File: src/rtl/bg_pixel_pkg.sv
// Shared constants, width helpers and pixel layout for the background pixel pipeline.
package bg_pixel_pkg;

  localparam int DEF_TILE_W = 8;
  localparam int DEF_PLANES = 2;
  localparam int DEF_ATTR_W = 2;

  function automatic int fine_width(input int tile_w);
    return (tile_w > 1) ? $clog2(tile_w) : 1;
  endfunction

  function automatic int sel_width(input int planes);
    return (planes > 1) ? $clog2(planes) : 1;
  endfunction

  typedef struct packed {
    logic                  bg_sel;
    logic [DEF_ATTR_W-1:0] attr;
    logic [DEF_PLANES-1:0] planes;
  } bg_pixel_t;

endpackage

File: src/rtl/bg_tile_shifter_pipe_if.sv
// Fetch-side bus carrying pattern-plane and attribute writes into the background pipeline.
interface bg_tile_shifter_pipe_if
  import bg_pixel_pkg::*;
#(
  parameter int TILE_W = DEF_TILE_W,
  parameter int PLANES = DEF_PLANES,
  parameter int ATTR_W = DEF_ATTR_W
);
  localparam int SEL_W = sel_width(PLANES);

  logic              plane_valid;
  logic [SEL_W-1:0]  plane_sel;
  logic [TILE_W-1:0] plane_data;
  logic              attr_valid;
  logic [ATTR_W-1:0] attr_data;

  modport master (
    output plane_valid, plane_sel, plane_data, attr_valid, attr_data
  );

  modport slave (
    input plane_valid, plane_sel, plane_data, attr_valid, attr_data
  );
endinterface

File: src/rtl/bg_plane_shifter.sv
// One 2*TILE_W background shifter with its staging register, staged flag and fine-scroll tap.
module bg_plane_shifter
  import bg_pixel_pkg::*;
#(
  parameter  int TILE_W = DEF_TILE_W,
  localparam int FINE_W = fine_width(TILE_W)
) (
  input  logic              clock,
  input  logic              reset,
  input  logic              clock_en,
  input  logic              capture,
  input  logic [TILE_W-1:0] capture_data,
  input  logic              shift,
  input  logic              reload,
  input  logic [FINE_W-1:0] fine,
  output logic              tap,
  output logic              staged
);
  logic [2*TILE_W-1:0] shift_r;
  logic [2*TILE_W-1:0] shift_next_s;
  logic [TILE_W-1:0]   stage_r;
  logic [TILE_W-1:0]   upper_s;
  logic                flag_r;

  // Next shifter value: reload refills the lower half (zero when nothing was staged).
  always_comb begin
    shift_next_s = shift_r;
    if (reload) begin
      shift_next_s = {shift_r[2*TILE_W-2:TILE_W-1], flag_r ? stage_r : {TILE_W{1'b0}}};
    end else if (shift) begin
      shift_next_s = {shift_r[2*TILE_W-2:0], 1'b0};
    end else begin
      shift_next_s = shift_r;
    end
  end

  // Shifter, staging and flag state; a capture on the reload tick belongs to the next tile.
  always_ff @(posedge clock) begin
    if (reset) begin
      shift_r <= {(2*TILE_W){1'b0}};
      stage_r <= {TILE_W{1'b0}};
      flag_r  <= 1'b0;
    end else if (clock_en) begin
      shift_r <= shift_next_s;
      if (capture) begin
        stage_r <= capture_data;
        flag_r  <= 1'b1;
      end else if (reload) begin
        flag_r  <= 1'b0;
      end
    end
  end

  // ~fine addresses bit TILE_W-1-fine of the upper half, i.e. 2*TILE_W-1-fine overall.
  assign upper_s = shift_r[2*TILE_W-1:TILE_W];
  assign tap     = upper_s[~fine];
  assign staged  = flag_r;
endmodule

File: src/rtl/bg_tile_shifter_pipe.sv
// Background pixel pipeline: tile-phase counter, plane/attribute shifters and pixel index output.
// Left-column clipping is built only when BG_LEFT_CLIP_EN is defined.
module bg_tile_shifter_pipe
  import bg_pixel_pkg::*;
#(
  parameter  int TILE_W = DEF_TILE_W,
  parameter  int PLANES = DEF_PLANES,
  parameter  int ATTR_W = DEF_ATTR_W,
  localparam int FINE_W = fine_width(TILE_W),
  localparam int OUT_W  = 1 + ATTR_W + PLANES
) (
  input  logic                  clock,
  input  logic                  reset,
  input  logic                  clock_EN,
  input  logic                  enable,
  input  logic                  backgroundDraw_EN,
  input  logic                  line_start,
  bg_tile_shifter_pipe_if.slave fetch,
  input  logic [FINE_W-1:0]     fineScroll,
  input  logic                  clip_left,
  output logic [OUT_W-1:0]      pixelIndex,
  output logic [FINE_W-1:0]     phase,
  output logic                  tile_underrun
);
  localparam int NSH   = PLANES + ATTR_W;
  localparam int SEL_W = sel_width(PLANES);
  localparam logic [FINE_W-1:0] PHASE_LAST = FINE_W'(TILE_W - 1);

  logic [FINE_W-1:0] phase_r;
  logic              underrun_r;
  logic              reload_s;
  logic              shift_s;
  logic              clip_s;
  logic [NSH-1:0]    tap_s;
  logic [NSH-1:0]    staged_s;
  logic [OUT_W-1:0]  pixel_s;

  // line_start wins over the phase wrap, so no reload happens on a line-start tick.
  assign reload_s = enable && !line_start && (phase_r == PHASE_LAST);
  assign shift_s  = enable && !reload_s;

  for (genvar gi = 0; gi < NSH; gi++) begin : g_sh
    logic              cap_g;
    logic [TILE_W-1:0] data_g;
    if (gi < PLANES) begin : g_plane
      assign cap_g  = fetch.plane_valid && (fetch.plane_sel == SEL_W'(gi));
      assign data_g = fetch.plane_data;
    end else begin : g_attr
      assign cap_g  = fetch.attr_valid;
      assign data_g = {TILE_W{fetch.attr_data[gi-PLANES]}};
    end
    bg_plane_shifter #(.TILE_W(TILE_W)) u_shifter (
      .clock        (clock),
      .reset        (reset),
      .clock_en     (clock_EN),
      .capture      (cap_g),
      .capture_data (data_g),
      .shift        (shift_s),
      .reload       (reload_s),
      .fine         (fineScroll),
      .tap          (tap_s[gi]),
      .staged       (staged_s[gi])
    );
  end

  // Tile phase and sticky underrun flag.
  always_ff @(posedge clock) begin
    if (reset) begin
      phase_r    <= {FINE_W{1'b0}};
      underrun_r <= 1'b0;
    end else if (clock_EN) begin
      if (line_start) begin
        phase_r <= {FINE_W{1'b0}};
      end else if (enable) begin
        phase_r <= phase_r + FINE_W'(1);
      end
      if (reload_s && !(&staged_s)) begin
        underrun_r <= 1'b1;
      end
    end
  end

`ifdef BG_LEFT_CLIP_EN
  localparam logic [FINE_W:0] COL_MAX = (FINE_W+1)'(TILE_W);
  logic [FINE_W:0] column_r;

  // Column counter since line start, saturating once the first tile has passed.
  always_ff @(posedge clock) begin
    if (reset) begin
      column_r <= {(FINE_W+1){1'b0}};
    end else if (clock_EN) begin
      if (line_start) begin
        column_r <= {(FINE_W+1){1'b0}};
      end else if (enable && (column_r != COL_MAX)) begin
        column_r <= column_r + (FINE_W+1)'(1);
      end
    end
  end

  assign clip_s = clip_left && (column_r < COL_MAX);
`else
  logic clip_left_unused_s;
  assign clip_left_unused_s = clip_left;
  assign clip_s             = 1'b0;
`endif

  // Pixel index: taps ordered {attr, planes}; blanked when not rendering, hidden or clipped.
  always_comb begin
    pixel_s = {1'b0, tap_s};
    if (!enable || !backgroundDraw_EN || clip_s) begin
      pixel_s = {OUT_W{1'b0}};
    end else begin
      pixel_s = {1'b0, tap_s};
    end
  end

  assign pixelIndex    = pixel_s;
  assign phase         = phase_r;
  assign tile_underrun = underrun_r;
endmodule

File: src/flat_wrapper.sv
// flat-port wrapper written by rule: the top's interface ports become plain ports
module bg_tile_shifter_pipe_flat import bg_pixel_pkg::*;
#(
  parameter  int TILE_W = DEF_TILE_W,
  parameter  int PLANES = DEF_PLANES,
  parameter  int ATTR_W = DEF_ATTR_W,
  localparam int FINE_W = fine_width(TILE_W),
  localparam int OUT_W  = 1 + ATTR_W + PLANES
)
  (clock, reset, clock_EN, enable, backgroundDraw_EN, line_start, fineScroll, clip_left, pixelIndex, phase, tile_underrun, fetch_plane_valid, fetch_plane_sel, fetch_plane_data, fetch_attr_valid, fetch_attr_data);
  bg_tile_shifter_pipe_if #(.TILE_W(TILE_W), .PLANES(PLANES), .ATTR_W(ATTR_W)) fetch_i ();
  input  logic clock;
  input  logic reset;
  input  logic clock_EN;
  input  logic enable;
  input  logic backgroundDraw_EN;
  input  logic line_start;
  input  logic [FINE_W-1:0] fineScroll;
  input  logic clip_left;
  output logic [OUT_W-1:0] pixelIndex;
  output logic [FINE_W-1:0] phase;
  output logic tile_underrun;
  input wire logic [$bits(fetch_i.plane_valid)-1:0] fetch_plane_valid;
  input wire logic [$bits(fetch_i.plane_sel)-1:0] fetch_plane_sel;
  input wire logic [$bits(fetch_i.plane_data)-1:0] fetch_plane_data;
  input wire logic [$bits(fetch_i.attr_valid)-1:0] fetch_attr_valid;
  input wire logic [$bits(fetch_i.attr_data)-1:0] fetch_attr_data;
  assign fetch_i.plane_valid = fetch_plane_valid;
  assign fetch_i.plane_sel = fetch_plane_sel;
  assign fetch_i.plane_data = fetch_plane_data;
  assign fetch_i.attr_valid = fetch_attr_valid;
  assign fetch_i.attr_data = fetch_attr_data;
  bg_tile_shifter_pipe #(.TILE_W(TILE_W), .PLANES(PLANES), .ATTR_W(ATTR_W)) u_core (.clock(clock), .reset(reset), .clock_EN(clock_EN), .enable(enable), .backgroundDraw_EN(backgroundDraw_EN), .line_start(line_start), .fetch(fetch_i), .fineScroll(fineScroll), .clip_left(clip_left), .pixelIndex(pixelIndex), .phase(phase), .tile_underrun(tile_underrun));
endmodule
File: config.mk
export PLATFORM = sky130hd
export DESIGN_NAME = bg_tile_shifter_pipe_flat
export DESIGN_NICKNAME = d
export VERILOG_FILES = /design/src/rtl/bg_pixel_pkg.sv /design/src/rtl/bg_tile_shifter_pipe_if.sv /design/src/rtl/bg_plane_shifter.sv /design/src/rtl/bg_tile_shifter_pipe.sv /design/src/flat_wrapper.sv
export SDC_FILE = /design/constraint.sdc
export NUM_CORES = 1
export LEC_CHECK = 0
export ABC_AREA = 1
export BUFFER_PORTS_ARGS = -buffer_cell sky130_fd_sc_hd__clkbuf_2
export CAP_MARGIN = 15
export CORE_AREA = 2 2 118 120
export CTS_CLUSTER_SIZE = 30
export DETAILED_ROUTE_END_ITERATION = 10
export DIE_AREA = 0 0 120 122
export RECOVER_POWER = 25
export SYNTH_ARGS = -nofsm -noshare
export SYNTH_HDL_FRONTEND = slang
export SYNTH_SLANG_ARGS = --single-unit
File: constraint.sdc
create_clock -name clock -period 1.85 [get_ports clock]
set_input_delay 0.37 -clock clock [delete_from_list [all_inputs] [get_ports clock]]
set_output_delay 0.37 -clock clock [all_outputs]
set_load 0.1 [all_outputs]
## Word-level counts from Yosys, hierarchy flattened

Cells that the tools add are included.

- Flip-flop bits (word level): 89
- Input bits: 23
- Output and inout bits: 9
- Word-level logic and storage cells: 72

- $add $sub $neg: 1
- Magnitude comparators: 1
- Equality and inequality tests: 1
- Muxes and demuxes: 27
- Bitwise gates (word level): 2
- Reduce and logical (&&, ||, !) cells: 27

Operators by type and width:

| operator | count |
|---|---|
| $mux 16 | 8 |
| $mux 8 | 4 |
| $reduce_and 2->1 | 9 |
| $bmux 1 s3 | 4 |
| $reduce_bool 2->1 | 5 |
| $mux 1 | 8 |
| $logic_and 1x1->1 | 6 |
| $mux 3 | 2 |
| $logic_not 1->1 | 5 |
| $lt 3x4->1 const B | 1 |
| $mux 4 | 1 |
| $add 3x1->3 const B | 1 |
| $eq 3x3->1 const B | 1 |
| $not 3->3 | 1 |
| $reduce_and 3->1 | 1 |
| $logic_or 1x1->1 | 1 |
| $not 1->1 | 1 |

## Logic depth before layout (Yosys ltp)

Gate-level depths: netlist of the first run.

- Depth in word-level cells: 7
- Gate-level depth with buffers: 9
- Mapped depth without buffers: 8

## Hierarchy

Synthesis of the first run repeated with hierarchy kept, for this count alone.

- Cell total of the unflattened synthesis: 643
- Area total of the unflattened synthesis: 4,484.3 µm²

Modules (own cells, without submodules):

| module | instances | cells an instance | area each (µm²) | seq. area each (µm²) |
|---|---|---|---|---|
| bg_plane_shifter | 4 | 149 | 1,051.0 | 500.5 |
| bg_tile_shifter_pipe | 1 | 47 | 280.3 | 80.1 |

## Least setup slack after synthesis of the first run

No wires, ideal clock.

- Kind: input to output
- Start point: input port fineScroll[0]
- End point: output port pixelIndex[1]
- Arrival: 2,256 ps
- Required time: 1,480 ps
- Slack: -776 ps
- Stages on the path: 8
- Path buffers: 2
- Path through: buf_2 > inv_1 > buf_6 > nand2_1 > nand3_1 > nand3_1 > nand2_1 > nor2_1

- Word-level cells in the longest chain between the ends: 4

Ends and longest elaborated chain:

| what | line | RTL |
|---|---|---|
| start: declaration | flat_wrapper.sv:18 | `input logic [FINE_W-1:0] fineScroll;` |
| $not 3->3 | bg_plane_shifter.sv:56 | `assign tap = upper_s[~fine];` |
| $bmux 1 s3 | bg_plane_shifter.sv:56 |  |
| $mux 1 (implied by the code) | bg_plane_shifter.sv:56 |  |
| $mux 4 | bg_tile_shifter_pipe.sv:110 | `if (!enable \|\| !backgroundDraw_EN \|\| clip_s) begin` |
| end: declaration | flat_wrapper.sv:20 | `output logic [OUT_W-1:0] pixelIndex;` |

No other way between the ends. The select of a mux whose other input is x is not followed.

## Worst setup path after layout of the first run

- Start point: register u_core.g_sh[2].u_shifter.shift_r[8]
- End point: output port pixelIndex[2]

- Word-level cells in the longest chain between the ends: 3

Ends and longest elaborated chain:

| what | line | RTL |
|---|---|---|
| start: declaration | bg_plane_shifter.sv:19 | `logic [2*TILE_W-1:0] shift_r;` |
| start signal: assignment | bg_plane_shifter.sv:40 | `shift_r <= {(2*TILE_W){1'b0}};` |
| start signal: assignment | bg_plane_shifter.sv:44 | `shift_r <= shift_next_s;` |
| $bmux 1 s3 | bg_plane_shifter.sv:56 |  |
| $mux 1 (implied by the code) | bg_plane_shifter.sv:56 |  |
| $mux 4 | bg_tile_shifter_pipe.sv:110 |  |

No other way between the ends. The select of a mux whose other input is x is not followed.

==> results_dict.tcl, run 1 <==
set metrics [dict create \
    path_max_fanout 2 \
    ctsResizeCount 0 \
    pwr_density_cell_mw_per_mm2 942 \
    switchingPower_mw 1.08 \
    switching_share 0.251 \
    period_share 0.914 \
    hpwl_microns 5140 \
    gr-usage-all-layers 0.117 \
    initial_core_util 0.290 \
    ios 32 \
    crit_slowest_cell "dfxtp_1" \
    outcome "finished clean" \
    cts.path.max_buffers 2 \
    path_clk_slew_ns 0.06 \
    syn_inst 570 \
    first_iter_violations 215 \
    grt_antenna_before_repair 0 \
    post-route-util 0.337 \
    mostFrequentLayoutCells "nand2_1, dfxtp_1, nand3_1" \
    cap_viol_max_count 0 \
    clkPwrFrac 0.422 \
    relSlewSlack 0.284 \
    die_x_microns 120 \
    slew_viol_final 0 \
    syn_to_final_growth_pct 16.4 \
    crit_arrival_ns 1.32 \
    final_common_cell "nand2_1" \
    path_class "reg -> out" \
    worstSetupStartpointType "flip-flop" \
    final_nets 609 \
    dr.pass1.iters 5 \
    grt_overflow 0 \
    synth_warnings 0 \
    synthDistinctLibCells 19 \
    cp_num_buf_inv 2 \
    rr_endpoint "u_core.g_sh[2].u_shifter.shift_r[6]" \
    cts_buffers 9 \
    htreeDepth 3 \
    die_area_sq_mm 0.0146 \
    seqPwrFrac 0.476 \
    hold_viol_final 0 \
    yosys-top-cells-area "dfxtp_1, nand2_1, nand3_1, a21oi_1, inv_1" \
    finalSetupViolCount 0 \
    critPathMaxStageDelay_ns 0.33 \
    rsz0062_at_grt "false" \
    cts_hold_buf 0 \
    clock.fmax_mhz 592 \
    drc_errors 0 \
    postCtsSetupBuffers 0 \
    leakagePower_nw 2.12 \
    hp-class "in -> reg" \
    grt_pass1_vias 3147 \
    ant_nets 0 \
    diodes 0 \
    multi_input_area_sq_mm 0.00170 \
    clock_skew_ns 0.00360 \
    r2r_cells 8 \
    critPathTopFamily "simple AND/OR/NAND/NOR gates" \
    min_period_ns 1.69 \
    r2r_start "u_core.phase[0]" \
    hold_depth 3 \
    r2r_slack_ns 0.27 \
    fp.dieH_microns 122 \
    clock_sinks 89 \
    cp_cell_sequence "inv_1, nand2_1, nand3_1, nand3_1, nand2_1, nor2_4, buf_12" \
    required_ns 1.48 \
    synthesis.nets 595 \
    drive_above_1_share 0.119 \
    hold_end "u_core.g_sh[0].u_shifter.stage_r[6]" \
    holdCritStartpoint "fetch_plane_data[6]" \
    post_drt_wl_per_cell_microns 10.3 \
    clk_latency_ns 0.34 \
    p_int_mw 3.22 \
    grt_pass1_wl_microns 14100 \
    finalSetupTns_ns 0 \
    via_per_inst 4.40 \
    via_count 3385 \
    gp_congestion 0.729 \
    cp-end-kind "output pin" \
    yosysSeqAreaShare 0.455 \
    grt_max_degree 63 \
    cts_tree "yes" \
    ir_drop_uv 673 \
    synth_top_area_share 0.455 \
    combinationalPowerShare 0.101 \
    core_area_sq_mm 0.0135 \
    yosysTopAreaCell "dfxtp_1" \
    nFillCells 1473 \
    yosys_register_bits 89 \
    avgSynthCellArea_sq_um 6.87 \
    worstMarginPinSlew_ns 1.07 \
    synth_area_sq_mm 0.00392 \
    numPortBuffers 29 \
    floorplan.rows 43 \
    seqCellArea_sq_mm 0.00178 \
    clockRootBuffer "clkbuf_16" \
    finalWirelength_microns 7960 \
]
[logic make-up after synthesis]
kind of cell,count (synthesis),synth area share
and+or+nand+nor,262,0.280
AOI/OAI and AO/OA,108,0.138
buffers and inverters,108,0.120
DFF,89,0.455
adders and majority gates,2,0.00639
other,1,0.000958
[worst max path at each step]
stage | startpoint | depth (start not counted) | endpoint
after CTS | u_core.g_sh[2].u_shifter.shift_r[8] | 7 | pixelIndex[2]
after global routing | clock_EN | 5 | u_core.g_sh[2].u_shifter.shift_r[10]
after detailed placement | fineScroll[0] | 8 | pixelIndex[0]
final | u_core.g_sh[2].u_shifter.shift_r[8] | 7 | pixelIndex[2]
after floorplan | fineScroll[0] | 7 | pixelIndex[2]
after global placement | fineScroll[0] | 8 | pixelIndex[0]
[tightest hold or removal path, stage by stage]
cell      delay [ns]
clkbuf_2        0.09
nor2_1          0.04
nor2_1          0.08
[synth_stat cells (all sizes together)]
library cell / n
nand2: 122
dfxtp: 89
nand3: 76
inv: 72
a21oi: 64
nor2: 64
o21ai: 44
buf: 24
clkbuf: 12
ha: 2
conb: 1
[sequential cells by signal, indices dropped and copies added, names as in the netlist]
| signal | count |
|---|---|
| u_core.phase | 3 |
| u_core.g_sh.u_shifter.stage_r | 18 |
| u_core.tile_underrun | 1 |
| u_core.g_sh.u_shifter.staged | 3 |
| u_core.g_sh.u_shifter.shift_r | 64 |
[cell type report]
type / count / share of cell area
Sequential cell: 89 / 0.392
Tap cell: 180 / 0.0494
Inverter: 72 / 0.0593
Timing Repair Buffer: 39 / 0.0626
Clock inverter: 6 / 0.0126
Clock buffer: 10 / 0.0524
Multi-Input combinational cell: 373 / 0.372
[stage by stage]
stage / cell area (sq um) / setup slack, ns / hold slack, ns / power (mW) / instances
global route: 4560 / 0.0347 / 0.298 / 4.48 / 769
finish: 4560 / 0.159 / 0.274 / 4.29 / 769
detailed placement: 4280 / 0.166 / 0.449 / 2.53 / 753
global placement: 4280 / 0.164 / 0.447 / 2.53 / 753
CTS: 4580 / 0.146 / 0.270 / 4.35 / 769
floorplan: 3950 / 0.0220 / 0.429 / 2.42 / 570
[per-layer routing]
layer | share of wire | vias to the layer above | GRT usage | wire length (microns)
met2 | 0.44 | 46 | 0.198 | 3510
met3 | 0.036 | 9 | 0.0314 | 283
li1 | - | 1827 | - | -
met4 | 0.013 | 0 | 0.0353 | 102
met5 | 0 | - | 0 | 0
met1 | 0.51 | 1503 | 0.144 | 4060
[power groups by stage]
stage          combinational, mW  sequential, mW  clock [mW]
2_1_floorplan              0.333            2.09           0
3_3_place_gp               0.442            2.09           0
3_5_place_dp               0.443            2.09           0
4_1_cts                    0.445            2.05        1.86
5_1_grt                    0.495            2.06        1.93
6_report                   0.435            2.05        1.81
No activity file was read; power rests on OpenSTA's default activity.
==> run 2: changes to the inputs <==
ABC_AREA = not set   (was 1)
CORE_AREA = 2 2 114 116   (was 2 2 118 120)
DIE_AREA = 0 0 116 118   (was 0 0 120 122)
==> results_dict.tcl, run 2 <==
set metrics [dict create \
    ir_drop_uv 472 \
    synth_flop_cell "dfxtp_1" \
    pwr_density_cell_mw_per_mm2 941 \
    syn_inst 445 \
    clk_latency_ns 0.33 \
    r2r_cells 5 \
    diodes 0 \
    cts_buffers 9 \
    synth_most_common_cell "nand2_1" \
    worstMarginPinSlew_ns 0.906 \
    yosys-top-cells-area "dfxtp_1, nand2_1, a21oi_1, mux2i_1, nand3_1" \
    first_iter_violations 198 \
    largest_reg_flops 64 \
    dr.pass1.iters 5 \
    path_max_fanout 3 \
    synth_area_sq_mm 0.00369 \
    synthesis.nets 470 \
    final_nets 482 \
    hold_end "u_core.g_sh[1].u_shifter.stage_r[3]" \
    placed_area_sq_mm 0.00406 \
    slew_viol_final 0 \
    mostFrequentLayoutCells "nand2_1, dfxtp_1, a21oi_1" \
    yosysSeqAreaShare 0.483 \
    core_area_sq_mm 0.0124 \
    yosys_register_bits 89 \
    yosysTopAreaCell "dfxtp_1" \
    leakagePower_nw 1.55 \
    worstSetupStartpointType "flip-flop" \
    ys_top_cells_by_count "nand2_1, dfxtp_1, a21oi_1" \
    hold_depth 3 \
    cts_tree "yes" \
    path_clk_slew_ns 0.06 \
    rsz0062_at_grt "false" \
    die_x_microns 116 \
    async_flop_share 0 \
    post_drt_wl_per_cell_microns 11.5 \
    die_area_sq_mm 0.0137 \
    holdCritStartpoint "fetch_plane_data[3]" \
    hp-class "in -> reg" \
    outcome "finished clean" \
    synthDistinctLibCells 31 \
    clockRootBuffer "clkbuf_16" \
    numPortBuffers 29 \
    nFillCells 1331 \
    htreeDepth 3 \
    hold_viol_final 0 \
    postCtsSetupBuffers 0 \
    grt_antenna_before_repair 0 \
    avgSynthCellArea_sq_um 8.29 \
    finalWirelength_microns 7270 \
    hpwl_microns 4810 \
    drc_errors 0 \
    clock.fmax_mhz 577 \
    cts_hold_buf 0 \
    cts.path.max_buffers 2 \
    via_per_inst 4.68 \
    finalSetupViolCount 0 \
    gp_congestion 0.712 \
    synth_top_area_share 0.483 \
    reg_top3 "u_core.g_sh.u_shifter.shift_r: 64 flops, u_core.g_sh.u_shifter.stage_r: 18 flops" \
    min_period_ns 1.73 \
    grt_pass1_wl_microns 12800 \
    clock_sinks 89 \
    period_share 0.936 \
    crit_arrival_ns 1.36 \
    ant_nets 0 \
    drive_above_1_share 0.137 \
    required_ns 1.48 \
    ctsResizeCount 0 \
    relSlewSlack 0.396 \
    grt_max_degree 75 \
    grt_overflow 0 \
    seqCellArea_sq_mm 0.00179 \
    synth_edf_count 0 \
    syn_to_final_growth_pct 17.1 \
    r2r_start "u_core.phase[0]" \
    synth_warnings 0 \
    totalPowerFinal_mw 4.07 \
    fp.dieH_microns 118 \
    rr_endpoint "u_core.g_sh[3].u_shifter.shift_r[1]" \
    initial_core_util 0.297 \
    clock_skew_ns 0.00591 \
    cap_viol_max_count 0 \
    grt_pass1_vias 2822 \
    floorplan.rows 41 \
    multi_input_area_sq_mm 0.00171 \
    ios 32 \
    regMostFlops "u_core.g_sh.u_shifter.shift_r" \
    cp-end-kind "output pin" \
    path_class "reg -> out" \
    via_count 2963 \
    gr-usage-all-layers 0.116 \
    final_area_sq_mm 0.00432 \
    finalSetupTns_ns 0 \
    r2r_slack_ns 0.18 \
    final_common_cell "nand2_1" \
]
-- run 2: logic make-up (layout without fill, tap and decap cells) --
logic type	count (synthesis)	after routing	synth area share
AND/OR/NAND/NOR	207	207	0.247
AO/OA/AOI/OAI	85	85	0.138
adder cells (fa/ha/maj)	2	2	0.00678
multiplexers	25	25	0.0678
flip-flops	89	89	0.483
other	1	1	0.00102
buffers and inverters	36	52	0.0566
-- run 2: area by class of cell --
class | count | share of cell area
Clock buffer | 13 | 0.0602
Sequential cell | 89 | 0.414
Timing Repair Buffer | 37 | 0.0718
Tap cell | 172 | 0.0498
Clock inverter | 2 | 0.00868
Multi-Input combinational cell | 320 | 0.395
-- run 2: how the worst max path moves through the flow --
stage / slack, ns / endpoint / from
finish: 0.12 / pixelIndex[3] / u_core.g_sh[3].u_shifter.shift_r[12]
global route: 0.03 / u_core.g_sh[3].u_shifter.shift_r[1] / u_core.phase[0]
floorplan: 0.004 / pixelIndex[0] / fineScroll[1]
detailed placement: 0.12 / pixelIndex[0] / fineScroll[1]
CTS: 0.11 / pixelIndex[1] / u_core.g_sh[1].u_shifter.shift_r[12]
global placement: 0.13 / pixelIndex[3] / fineScroll[1]
-- run 2: layer usage --
metal | track usage | up-vias | part of all wire
li1 | - | 1548 | -
met5 | 0 | - | 0
met1 | 0.157 | 1357 | 0.50
met3 | 0.0350 | 2 | 0.044
met4 | 0.0446 | 0 | 0.0061
met2 | 0.171 | 56 | 0.44
-- run 2: critical path, stage by stage, from the launching register on --
cell and delay [ns]:
dfxtp_1 0.35, mux2i_1 0.08, a21oi_1 0.15, and4_2 0.27
buf_12 0.18
-- run 2: through the flow --
step / util / hold slack (ns) / setup WS, ns / instances
after global routing: 0.348 / 0.263 / 0.0300 / 633
after global placement: 0.327 / 0.441 / 0.128 / 618
after floorplan: - / 0.432 / 0.00389 / 445
final: 0.348 / 0.270 / 0.118 / 633
after CTS: 0.351 / 0.256 / 0.110 / 633
after detailed placement: 0.327 / 0.446 / 0.123 / 618
-- run 2: report_power, final --
group	internal, mW	switching, mW
clock	1.11	0.682
sequential	1.95	0.0273
combinational	0.100	0.190
total	3.17	0.899
